## src/rtl/spike_rate_decoder.sv

```systemverilog
// Decodes a LIF spike train into a per-window spike rate and the latest inter-spike interval.
// Define SPIKE_DECODER_EDGE_EN to count rising edges of spike_in instead of high cycles.
module spike_rate_decoder #(
  parameter int unsigned WINDOW_LEN = 256,
  parameter int unsigned CNT_W      = 8,
  parameter int unsigned ISI_W      = 8
) (
  input  logic             clk,
  input  logic             rst,
  input  logic             en,
  input  logic             spike_in,
  output logic [CNT_W-1:0] rate_out,
  output logic [ISI_W-1:0] isi_out,
  output logic             isi_valid,
  output logic             out_valid,
  input  logic             out_ready,
  output logic             overrun
);

  localparam int unsigned WIN_W = (WINDOW_LEN > 2) ? $clog2(WINDOW_LEN) : 1;
  localparam logic [WIN_W-1:0] WIN_LAST = WIN_W'(WINDOW_LEN - 1);
  localparam logic [CNT_W-1:0] CNT_MAX  = '1;
  localparam logic [ISI_W-1:0] ISI_MAX  = '1;

  typedef enum logic [1:0] {
    NO_SPIKE  = 2'd0,
    ONE_SPIKE = 2'd1,
    TIMING    = 2'd2
  } isi_state_e;

  isi_state_e       state_q;
  logic [ISI_W-1:0] timer_q;
  logic [ISI_W-1:0] isi_last_q;

  logic [WIN_W-1:0] win_cnt_q,   win_cnt_d;
  logic [CNT_W-1:0] spike_cnt_q, spike_cnt_d;
  logic [CNT_W-1:0] rate_q,      rate_d;
  logic [ISI_W-1:0] isi_q,       isi_d;
  logic             isi_valid_q, isi_valid_d;
  logic             out_valid_q, out_valid_d;
  logic             overrun_q,   overrun_d;

  logic             spike_c;
  logic             close_c;
  logic             load_c;
  logic [CNT_W-1:0] result_c;

`ifdef SPIKE_DECODER_EDGE_EN
  logic prev_q;

  // Previous enabled sample, so a held level only counts on its rising edge
  always_ff @(posedge clk) begin
    if (rst) begin
      prev_q <= 1'b0;
    end else if (en) begin
      prev_q <= spike_in;
    end
  end

  assign spike_c = en & spike_in & ~prev_q;
`else
  assign spike_c = en & spike_in;
`endif

  assign close_c  = en && (win_cnt_q == WIN_LAST);
  assign load_c   = !out_valid_q || out_ready;
  assign result_c = (spike_c && (spike_cnt_q != CNT_MAX)) ? spike_cnt_q + CNT_W'(1) : spike_cnt_q;

  // ISI tracker: timer restarts at 1 on each spike; interval latched from the second spike on
  always_ff @(posedge clk) begin
    if (rst) begin
      state_q    <= NO_SPIKE;
      timer_q    <= '0;
      isi_last_q <= '0;
    end else if (en) begin
      case (state_q)
        NO_SPIKE: begin
          if (spike_c) begin
            timer_q <= ISI_W'(1);
            state_q <= ONE_SPIKE;
          end
        end
        ONE_SPIKE, TIMING: begin
          if (spike_c) begin
            isi_last_q <= timer_q;
            timer_q    <= ISI_W'(1);
            state_q    <= TIMING;
          end else if (timer_q != ISI_MAX) begin
            timer_q <= timer_q + ISI_W'(1);
          end
        end
        default: state_q <= NO_SPIKE;
      endcase
    end
  end

  // Window accumulation, snapshot at close and valid/ready result stage
  always_comb begin
    win_cnt_d   = win_cnt_q;
    spike_cnt_d = spike_cnt_q;
    rate_d      = rate_q;
    isi_d       = isi_q;
    isi_valid_d = isi_valid_q;
    out_valid_d = out_valid_q;
    overrun_d   = overrun_q;

    if (out_valid_q && out_ready) begin
      out_valid_d = 1'b0;
    end

    if (en) begin
      if (close_c) begin
        win_cnt_d   = '0;
        spike_cnt_d = '0;
        if (load_c) begin
          rate_d      = result_c;
          isi_d       = isi_last_q;
          isi_valid_d = (state_q == TIMING);
          out_valid_d = 1'b1;
        end else begin
          overrun_d = 1'b1;
        end
      end else begin
        win_cnt_d   = win_cnt_q + WIN_W'(1);
        spike_cnt_d = result_c;
      end
    end
  end

  always_ff @(posedge clk) begin
    if (rst) begin
      win_cnt_q   <= '0;
      spike_cnt_q <= '0;
      rate_q      <= '0;
      isi_q       <= '0;
      isi_valid_q <= 1'b0;
      out_valid_q <= 1'b0;
      overrun_q   <= 1'b0;
    end else begin
      win_cnt_q   <= win_cnt_d;
      spike_cnt_q <= spike_cnt_d;
      rate_q      <= rate_d;
      isi_q       <= isi_d;
      isi_valid_q <= isi_valid_d;
      out_valid_q <= out_valid_d;
      overrun_q   <= overrun_d;
    end
  end

  assign rate_out  = rate_q;
  assign isi_out   = isi_q;
  assign isi_valid = isi_valid_q;
  assign out_valid = out_valid_q;
  assign overrun   = overrun_q;

endmodule

```

## config.mk

```make
export PLATFORM = sky130hd
export DESIGN_NAME = spike_rate_decoder
export DESIGN_NICKNAME = d
export VERILOG_FILES = /design/src/rtl/spike_rate_decoder.sv
export SDC_FILE = /design/constraint.sdc
export NUM_CORES = 1
export LEC_CHECK = 0
export CORE_ASPECT_RATIO = 0.7
export CORE_MARGIN = 3
export CORE_UTILIZATION = 50
export CTS_CLUSTER_SIZE = 14
export DETAILED_ROUTE_END_ITERATION = 12
export PLACE_DENSITY_LB_ADDON = 0.05
export RECOVER_POWER = 25
export SLEW_MARGIN = 25
export SYNTH_ARGS = -nofsm -noshare
export SYNTH_HDL_FRONTEND = slang
export SYNTH_SLANG_ARGS = --single-unit
```

## constraint.sdc

```tcl
create_clock -name clk -period 1.7 [get_ports clk]
set_clock_uncertainty 0.05 [all_clocks]
set_input_delay 0.34 -clock clk [delete_from_list [all_inputs] [get_ports clk]]
set_output_delay 0.34 -clock clk [all_outputs]
set_load 0.01 [all_outputs]
```

==> impl_metrics.py, run 1 <==
metrics = {
    "floorplanning": {
        "die-area_um2": 5480,
        "io_pins": 24,
        "std_cell_rows": 20,
        "core_area_um2": 4400,
        "die_w_um": 87.2,
        "initial_core_util": 0.524,
        "die_y_um": 62.9,
    },
    "worst_hold_path": {
        "holdPathStages": 2,
        "hold_start": "isi_out[5]$_SDFFE_PP0P_",
        "whs_endpoint": "isi_out[5]$_SDFFE_PP0P_",
        "min_path_type": "register to register",
    },
    "drt": {
        "via_per_inst": 5.56,
        "post_drt_wl_per_cell_um": 14.7,
        "wl_um": 5660,
        "drtIter0Drc": 150,
        "num_vias": 2140,
        "drc_errors": 0,
        "drt-pass1-iter-count": 4,
        "ant_nets": 0,
    },
    "placed_design": {
        "gp_congestion": 0.934,
        "dp_hpwl_um": 3960,
        "io_buffers": 23,
    },
    "synthesis": {
        "synth_area_per_cell_um2": 8.61,
        "yosys-top-cells-area": "dfxtp_1 46%, nand2_1 5.7%, nor2_1 5.0%",
        "ys_ff_latch": 53,
        "synth_cell_types": 42,
        "yosysTopAreaCell": "dfxtp_1",
        "synth_warnings": 0,
        "postSynth.asyncResetShare": 0,
        "syn_nets": 278,
        "netlist_area_um2": 2310,
        "seq_area_frac_synth": 0.460,
        "syn_inst": 268,
        "synth.top_cell.area_share": 0.460,
        "synth_edf_count": 0,
        "synth-main-ff-cell": "dfxtp_1",
    },
    "clock_tree": {
        "clock_latency_ns": 0.31,
        "cts_tree": "yes",
        "cts.path.max_buffers": 2,
        "root_buffer": "clkbuf_8",
        "cts.htree.levels": 2,
        "clock_sinks": 53,
        "cts_buffers": 5,
        "cts.clk_slew.worst_paths_ns": 0.10,
    },
    "power": {
        "p_comb_frac": 0.107,
        "p_switching_w": 0.000575,
        "p_int_w": 0.00168,
        "ir_drop_uv": 483,
        "finalPower_w": 0.00225,
        "cellPowerDensity_nw_per_um2": 742,
        "leakagePower_nw": 1.13,
        "power.share.clock": 0.329,
        "seqPwrFrac": 0.564,
        "p_sw_frac": 0.255,
    },
    "flow_run": {
        "maxCapViolCount": 0,
    },
    "timing": {
        "setup_tns_ns": 0,
        "max_slew_margin": 0.763,
        "fmax_mhz": 609,
        "finalCriticalPeriod_ns": 1.64,
        "rsz0062_at_grt": "true",
        "hold_viol": 0,
        "final_max_slew_viol_count": 0,
        "worstMarginPinSlew_ns": 0.352,
        "fin_crit_sh": 0.966,
        "setup_viol": 0,
    },
    "worst_setup_path": {
        "start_kind": "register",
        "r2r_setup_slack_ns": 0.06,
        "r2r-start": "state_q[0]$_SDFFE_PP0P_",
        "reg2reg_depth": 6,
        "r2r-end": "timer_q[5]$_SDFFE_PP0P_",
        "worstPathArrival_ns": 1.83,
        "crit_required_ns": 1.89,
        "crit_fanout": 6,
        "path_class": "register to register",
        "cp-end-kind": "register",
    },
    "global_routing": {
        "grt_max_degree": 42,
        "grt_pass1_wl_um": 9290,
        "overflow": 0,
        "grt_pass1_vias": 1935,
        "antenna_found_initial": 0,
        "track_usage": 0.212,
    },
    "outcome": {
        "status": "complete, no violations",
    },
    "final_layout": {
        "drive_gt1_frac": 0.203,
        "syn_to_final_growth_pct": 31.4,
        "diodes": 0,
        "final_common_cell": "dfxtp_1",
        "mostFrequentLayoutCells": "51 x dfxtp_1, 38 x buf_4, 35 x nand2_1",
        "nNetsFinal": 339,
        "fill_cells": 364,
    },
}
routing by layer:
layer	vias to the layer above	wire length [µm]	track usage
li1	1073	-	-
met3	5	349	0.0448
met2	63	2300	0.277
met4	0	44	0.0613
met1	999	2960	0.341
met5	-	0	0
sequential cells by signal, summed over array words and instances (netlist names):
| register | flops |
|---|---|
| isi_out | 8 |
| timer_q | 8 |
| overrun | 1 |
| isi_last_q | 8 |
| isi_valid | 1 |
| rate_out | 8 |
| spike_cnt_q | 8 |
| win_cnt_q | 8 |
| state_q | 2 |
| out_valid | 1 |
synth_stat cells (all sizes together), types with 4 or more instances:
master / count
nand2b: 9
o21ai: 9
a311oi: 5
dfxtp: 53
clkbuf: 9
o22ai: 5
inv: 6
nand4: 9
ha: 5
a21oi: 22
xor2: 4
nand2: 35
mux2i: 11
nand3: 9
nor2: 31
nor3: 6
or3: 6
layout make-up:
cell class	count	area [µm²]	share of cell area
Sequential cell	53	1060	0.351
Tap cell	55	68.8	0.0227
Multi-Input combinational cell	197	1230	0.405
Clock buffer	5	68.8	0.0227
Timing Repair Buffer	66	557	0.184
Inverter	6	22.5	0.00742
Clock inverter	3	25.0	0.00825
through the flow:
step	hold slack, ns	std cells	cell area, µm²	utilization	worst slack (ns)
2_1_floorplan	0.386	268	2320	-	0.000995
3_3_place_gp	0.389	374	2880	0.653	-0.355
3_5_place_dp	0.394	374	2880	0.653	-0.428
4_1_cts	0.409	382	2970	0.675	0.00263
5_1_grt	0.430	385	3030	0.689	-0.0363
6_report	0.403	385	3030	0.689	0.0574
how the worst max path moves through the flow:
| stage | cells after the start | end | from | slack (ns) |
|---|---|---|---|---|
| 4_1_cts | 7 | timer_q[4]$_SDFFE_PP0P_ | state_q[0]$_SDFFE_PP0P_ | 0.003 |
| 5_1_grt | 4 | rate_out[4]$_SDFFE_PP0P_ | win_cnt_q[5]$_SDFFE_PP0P_ | -0.04 |
| 3_3_place_gp | 6 | rate_out[4]$_SDFFE_PP0P_ | spike_in | -0.35 |
| 3_5_place_dp | 6 | rate_out[1]$_SDFFE_PP0P_ | en | -0.43 |
| 6_report | 6 | timer_q[5]$_SDFFE_PP0P_ | state_q[0]$_SDFFE_PP0P_ | 0.06 |
| 2_1_floorplan | 7 | timer_q[4]$_SDFFE_PP0P_ | state_q[0]$_SDFFE_PP0P_ | 0.001 |
logic make-up (layout without fill, tap and decap cells):
group,Yosys count,after routing,synth area share
mux,12,12,0.0526
simple gates,120,120,0.262
fa+ha+maj,5,5,0.0271
flops,53,53,0.460
compound gates,54,54,0.146
xor+xnor,6,6,0.0228
buf+inv,18,80,0.0303
repair_timing:
item,CTS,global route
setup buffers,0,2
cloned,0,1
setup endpoints to repair,8,21
hold buffers,0,0
pin swaps,0,8
gates resized for setup,4,13
power by group through the flow:
| stage | Sequential (W) | Combinational (W) | Clock [W] |
|---|---|---|---|
| 2_1_floorplan | 0.00130 | 0.000127 | 0 |
| 3_3_place_gp | 0.00129 | 0.000214 | 0 |
| 3_5_place_dp | 0.00130 | 0.000218 | 0 |
| 4_1_cts | 0.00127 | 0.000217 | 0.000770 |
| 5_1_grt | 0.00127 | 0.000264 | 0.000811 |
| 6_report | 0.00127 | 0.000242 | 0.000740 |
worst max-delay path, stage by stage (launching register included):
cell and delay (ns):
dfxtp_1 0.37, inv_1 0.10, ha_4 0.30, and4bb_2 0.29, nand2b_1 0.07, mux2_2 0.26, o22ai_1 0.13
Note: power is estimated with default switching activity, not from simulation.
==> inputs of run 2 (changes only) <==
--- a/config.mk
+++ b/config.mk
@@ -5,12 +5,13 @@
 export SDC_FILE = /design/constraint.sdc
 export NUM_CORES = 1
 export LEC_CHECK = 0
+export ABC_CLOCK_PERIOD_IN_PS = 1700
 export CORE_ASPECT_RATIO = 0.7
 export CORE_MARGIN = 3
 export CORE_UTILIZATION = 50
 export CTS_CLUSTER_SIZE = 14
 export DETAILED_ROUTE_END_ITERATION = 12
-export PLACE_DENSITY_LB_ADDON = 0.05
+export PLACE_DENSITY = 0.7
 export RECOVER_POWER = 25
 export SLEW_MARGIN = 25
 export SYNTH_ARGS = -nofsm -noshare
==> impl_metrics.py, run 2 (same netlist as run 1, synthesis figures left out) <==
metrics = {
    "outcome": {
        "status": "complete, no violations",
    },
    "timing": {
        "rsz0062_at_grt": "true",
        "finalCriticalPeriod_ns": 1.65,
        "hold_viol": 0,
        "fmax_mhz": 605,
        "worstMarginPinSlew_ns": 0.624,
        "final_max_slew_viol_count": 0,
        "setup_slack_ns": 0.0465,
        "fin_crit_sh": 0.973,
        "max_slew_margin": 0.584,
        "setup_tns_ns": 0,
        "setup_viol": 0,
    },
    "worst_setup_path": {
        "path_class": "register to primary output",
        "start_kind": "register",
        "crit_family": "buffers and inverters",
        "cp-end-kind": "primary output",
        "r2r_setup_slack_ns": 0.08,
        "worstPathArrival_ns": 1.26,
        "crit_required_ns": 1.31,
        "crit_path_top_delay_cell": "clkdlybuf4s50_1",
        "worstPathCellList": "clkdlybuf4s50_1",
        "crit_fanout": 2,
        "path_buf_inv": 1,
        "max_stage_delay_ns": 0.56,
    },
    "final_layout": {
        "drive_gt1_frac": 0.196,
        "layout.area.seq_um2": 1070,
        "final_common_cell": "dfxtp_1",
        "syn_to_final_growth_pct": 30.1,
        "fill_cells": 355,
        "nNetsFinal": 331,
        "multi_input_area_um2": 1250,
        "mostFrequentLayoutCells": "49 x dfxtp_1, 35 x nand2_1, 31 x nor2_1",
        "diodes": 0,
    },
    "floorplanning": {
        "io_pins": 24,
        "core_area_um2": 4400,
        "initial_core_util": 0.524,
        "std_cell_rows": 20,
        "die-area_um2": 5480,
        "die_w_um": 87.2,
        "die_y_um": 62.9,
    },
    "drt": {
        "drc_errors": 0,
        "ant_nets": 0,
        "wl_um": 5570,
        "num_vias": 2079,
        "post_drt_wl_per_cell_um": 14.8,
        "drt-pass1-iter-count": 4,
        "drtIter0Drc": 109,
        "via_per_inst": 5.51,
    },
    "clock_tree": {
        "cts_buffers": 5,
        "cts.path.max_buffers": 2,
        "cts.htree.levels": 2,
        "root_buffer": "clkbuf_8",
        "clock_sinks": 53,
        "cts_tree": "yes",
        "cts.clk_slew.worst_paths_ns": 0.10,
        "cts-hold-fix-buffers": 0,
        "clock_latency_ns": 0.31,
    },
    "global_routing": {
        "antenna_found_initial": 0,
        "track_usage": 0.213,
        "grt_pass1_wl_um": 9170,
        "grt_max_degree": 34,
        "overflow": 0,
        "grt_pass1_vias": 1889,
    },
    "placed_design": {
        "gp_congestion": 0.903,
        "io_buffers": 23,
        "dp_hpwl_um": 3870,
        "dp_slack_ns": -0.364,
    },
    "worst_hold_path": {
        "min_path_type": "register to register",
    },
    "power": {
        "finalPower_w": 0.00223,
        "ir_drop_uv": 514,
        "leakagePower_nw": 1.11,
        "cellPowerDensity_nw_per_um2": 742,
    },
    "flow_run": {
        "maxCapViolCount": 0,
    },
}
-- run 2: cell count changes in the layout (fill, tap and decap cells not counted), moves of 2 or more --
cell            previous run  this run
dlygate4sd2_1              2         0
dlymetal6s2s_1             0         2
dfxtp_1                   51        49
buf_4                     38        30
dfxtp_4                    0         2
-- run 2: final cells by class --
cell class              instances  share of cell area
clock buffers                   5              0.0229
repair buffers                 58               0.168
inverters                       6             0.00750
multi-input cells             197               0.415
flip-flops and latches         53               0.357
well taps                      55              0.0229
clock inverters                 3             0.00708
-- run 2: worst paths after layout --
kind / start / to / cells after the start
min: isi_out[4]$_SDFFE_PP0P_ / isi_out[4]$_SDFFE_PP0P_ / 2
min reg2reg: isi_out[4]$_SDFFE_PP0P_ / isi_out[4]$_SDFFE_PP0P_ / 2
max reg2reg: win_cnt_q[1]$_SDFFE_PP0P_ / rate_out[4]$_SDFFE_PP0P_ / 5
max: rate_out[4]$_SDFFE_PP0P_ / rate_out[4] / 1
-- run 2: repair_timing --
item	in CTS	in global routing
resized for setup	3	19
gates cloned	0	1
buffers inserted	0	3
pin swaps	0	5
endpoints found under the setup margin	10	36
-- run 2: metal layers --
metal	up-vias	track usage	wire length, µm
met4	0	0.0747	52
met2	51	0.259	2210
met3	4	0.0672	294
met5	-	0	0
met1	962	0.339	3020
li1	1062	-	-
-- run 2: where the power goes --
group / internal, W / switching, W
clock network: 0.000293 / 0.000446
logic: 0.000102 / 0.000118
registers: 0.00126 / 0.0000140
-- run 2: through the flow --
stage               cells  utilization  cell area (µm²)  hold WS [ns]
floorplan             268            -             2320         0.386
detailed placement    365        0.638             2810         0.394
global placement      365        0.638             2810         0.388
global route          377        0.682             3000         0.425
finish                377        0.682             3000         0.405
CTS                   373        0.660             2910         0.409
==> inputs of run 3 (changes only) <==
--- a/config.mk
+++ b/config.mk
@@ -11,7 +11,7 @@
 export CORE_UTILIZATION = 50
 export CTS_CLUSTER_SIZE = 14
 export DETAILED_ROUTE_END_ITERATION = 12
-export PLACE_DENSITY = 0.7
+export PLACE_DENSITY = 0.74
 export RECOVER_POWER = 25
 export SLEW_MARGIN = 25
 export SYNTH_ARGS = -nofsm -noshare
==> impl_metrics.py, run 3 (same netlist as run 1, synthesis figures left out) <==
metrics = {
    "power": {
        "leakagePower_nw": 1.12,
        "ir_drop_uv": 492,
        "cellPowerDensity_nw_per_um2": 777,
    },
    "worst_setup_path": {
        "path_buf_inv": 4,
        "cp-end-kind": "register",
        "crit_fanout": 6,
        "worstPathCellList": "clkdlybuf4s50_1 > nor2b_1 > buf_4 > nor4_4 > buf_4 > buf_4 > a211oi_2",
        "r2r-start": "win_cnt_q[0]$_SDFFE_PP0P_",
        "r2r_setup_slack_ns": 0.03,
        "timing.critical_path.mode_cell": "buf_4",
        "worstPathArrival_ns": 1.81,
        "reg2reg_depth": 7,
        "path_class": "primary input to register",
        "crit_required_ns": 1.84,
        "r2r-end": "rate_out[0]$_SDFFE_PP0P_",
        "start_kind": "primary input",
        "max_stage_delay_ns": 0.45,
        "crit_path_top_delay_cell": "clkdlybuf4s50_1",
        "crit_family": "buffers and inverters",
    },
    "worst_hold_path": {
        "min_path_type": "register to register",
        "hold_start": "isi_out[7]$_SDFFE_PP0P_",
        "holdPathStages": 2,
        "whs_endpoint": "isi_out[7]$_SDFFE_PP0P_",
    },
    "placed_design": {
        "gp_congestion": 0.897,
        "dp_hpwl_um": 3900,
        "io_buffers": 23,
        "dp_cells": 366,
    },
    "drt": {
        "drtIter0Drc": 201,
        "drc_errors": 0,
        "via_per_inst": 5.66,
        "wl_um": 5470,
        "drt-pass1-iter-count": 5,
        "ant_nets": 0,
        "post_drt_wl_per_cell_um": 14.5,
        "num_vias": 2134,
    },
    "timing": {
        "setup_viol": 0,
        "setup_tns_ns": 0,
        "finalCriticalPeriod_ns": 1.67,
        "final_max_slew_viol_count": 0,
        "fin_crit_sh": 0.980,
        "worstMarginPinSlew_ns": 0.385,
        "timing.hold.ws_ns": 0.406,
        "rsz0062_at_grt": "true",
        "hold_viol": 0,
        "fmax_mhz": 600,
        "max_slew_margin": 0.741,
    },
    "final_layout": {
        "mostFrequentLayoutCells": "48 x dfxtp_1, 35 x nand2_1, 34 x buf_4",
        "drive_gt1_frac": 0.205,
        "final_cells": 377,
        "nNetsFinal": 331,
        "diodes": 0,
        "syn_to_final_growth_pct": 30.5,
        "final_common_cell": "dfxtp_1",
        "fill_cells": 356,
    },
    "clock_tree": {
        "cts-hold-fix-buffers": 0,
        "cts.path.max_buffers": 2,
        "cts_buffers": 5,
        "cts.htree.levels": 2,
        "clock_latency_ns": 0.31,
        "cts_tree": "yes",
        "clock_sinks": 53,
        "cts.clk_slew.worst_paths_ns": 0.10,
        "root_buffer": "clkbuf_8",
    },
    "outcome": {
        "status": "complete, no violations",
    },
    "global_routing": {
        "grt_pass1_vias": 1847,
        "overflow": 0,
        "grt_pass1_wl_um": 9010,
        "grt_max_degree": 30,
        "track_usage": 0.208,
        "antenna_found_initial": 0,
    },
    "floorplanning": {
        "die_w_um": 87.2,
        "initial_core_util": 0.524,
        "die_y_um": 62.9,
        "std_cell_rows": 20,
        "io_pins": 24,
        "die-area_um2": 5480,
        "core_area_um2": 4400,
    },
    "flow_run": {
        "maxCapViolCount": 0,
    },
}
run 3: cell types whose count changed in the layout (fill, tap and decap cells not counted), moves of 2 or more:
cell | before | now
dfxtp_2 | 2 | 4
buf_4 | 30 | 34
a21oi_2 | 0 | 3
a21oi_1 | 22 | 19
run 3: final cells by class:
type	instances	area (µm²)	share of cell area
sequential	53	1070	0.355
tap	55	68.8	0.0228
multi-input combinational	197	1240	0.412
clock buffer	6	72.6	0.0241
inverter	6	22.5	0.00748
clock inverter	2	38.8	0.0129
timing repair buffer	58	498	0.165
run 3: what timing repair did:
item,4_1_cts,5_1_grt
endpoints found under the setup margin,6,24
buffers inserted,1,1
gates resized for setup,7,16
gates cloned,1,0
pin swaps,1,5
hold endpoints to repair,0,0
run 3: how the worst max path moves through the flow:
stage | depth (start not counted) | slack, ns | to | start
after detailed placement | 6 | -0.42 | rate_out[1]$_SDFFE_PP0P_ | en
after floorplan | 7 | 0.001 | timer_q[4]$_SDFFE_PP0P_ | state_q[0]$_SDFFE_PP0P_
after CTS | 5 | 0.01 | rate_out[4]$_SDFFE_PP0P_ | win_cnt_q[0]$_SDFFE_PP0P_
after global placement | 6 | -0.33 | rate_out[1]$_SDFFE_PP0P_ | en
after global routing | 7 | -0.02 | isi_out[2]$_SDFFE_PP0P_ | win_cnt_q[0]$_SDFFE_PP0P_
final | 7 | 0.03 | rate_out[0]$_SDFFE_PP0P_ | out_ready
run 3: power by group:
group	leakage [nW]	internal, W	switching (W)	total, W
Clock	0.0554	0.000442	0.000412	0.000854
Combinational	0.633	0.000102	0.000116	0.000217
Sequential	0.430	0.00126	0.0000131	0.00127
Total	1.12	0.00180	0.000540	0.00234
run 3: through the flow:
stage / worst slack, ns / power [W] / util / instance area (µm²)
after floorplan: 0.000995 / 0.00142 / - / 2320
after global placement: -0.331 / 0.00149 / 0.637 / 2800
after detailed placement: -0.422 / 0.00150 / 0.637 / 2800
after CTS: 0.0138 / 0.00235 / 0.670 / 2950
after global routing: -0.0183 / 0.00243 / 0.684 / 3010
final: 0.0344 / 0.00234 / 0.684 / 3010
run 3: worst min-delay path: stages (launching register included):
cell and delay, ns:
dfxtp_1 0.31, nand2_1 0.05, a21oi_1 0.05
run 3: layer usage:
metal | GRT usage | routed length [µm] | vias to the layer above
met4 | 0.0690 | 57 | 0
met1 | 0.335 | 2830 | 987
met5 | 0 | 0 | -
met2 | 0.269 | 2250 | 80
li1 | - | - | 1060
met3 | 0.0395 | 337 | 7
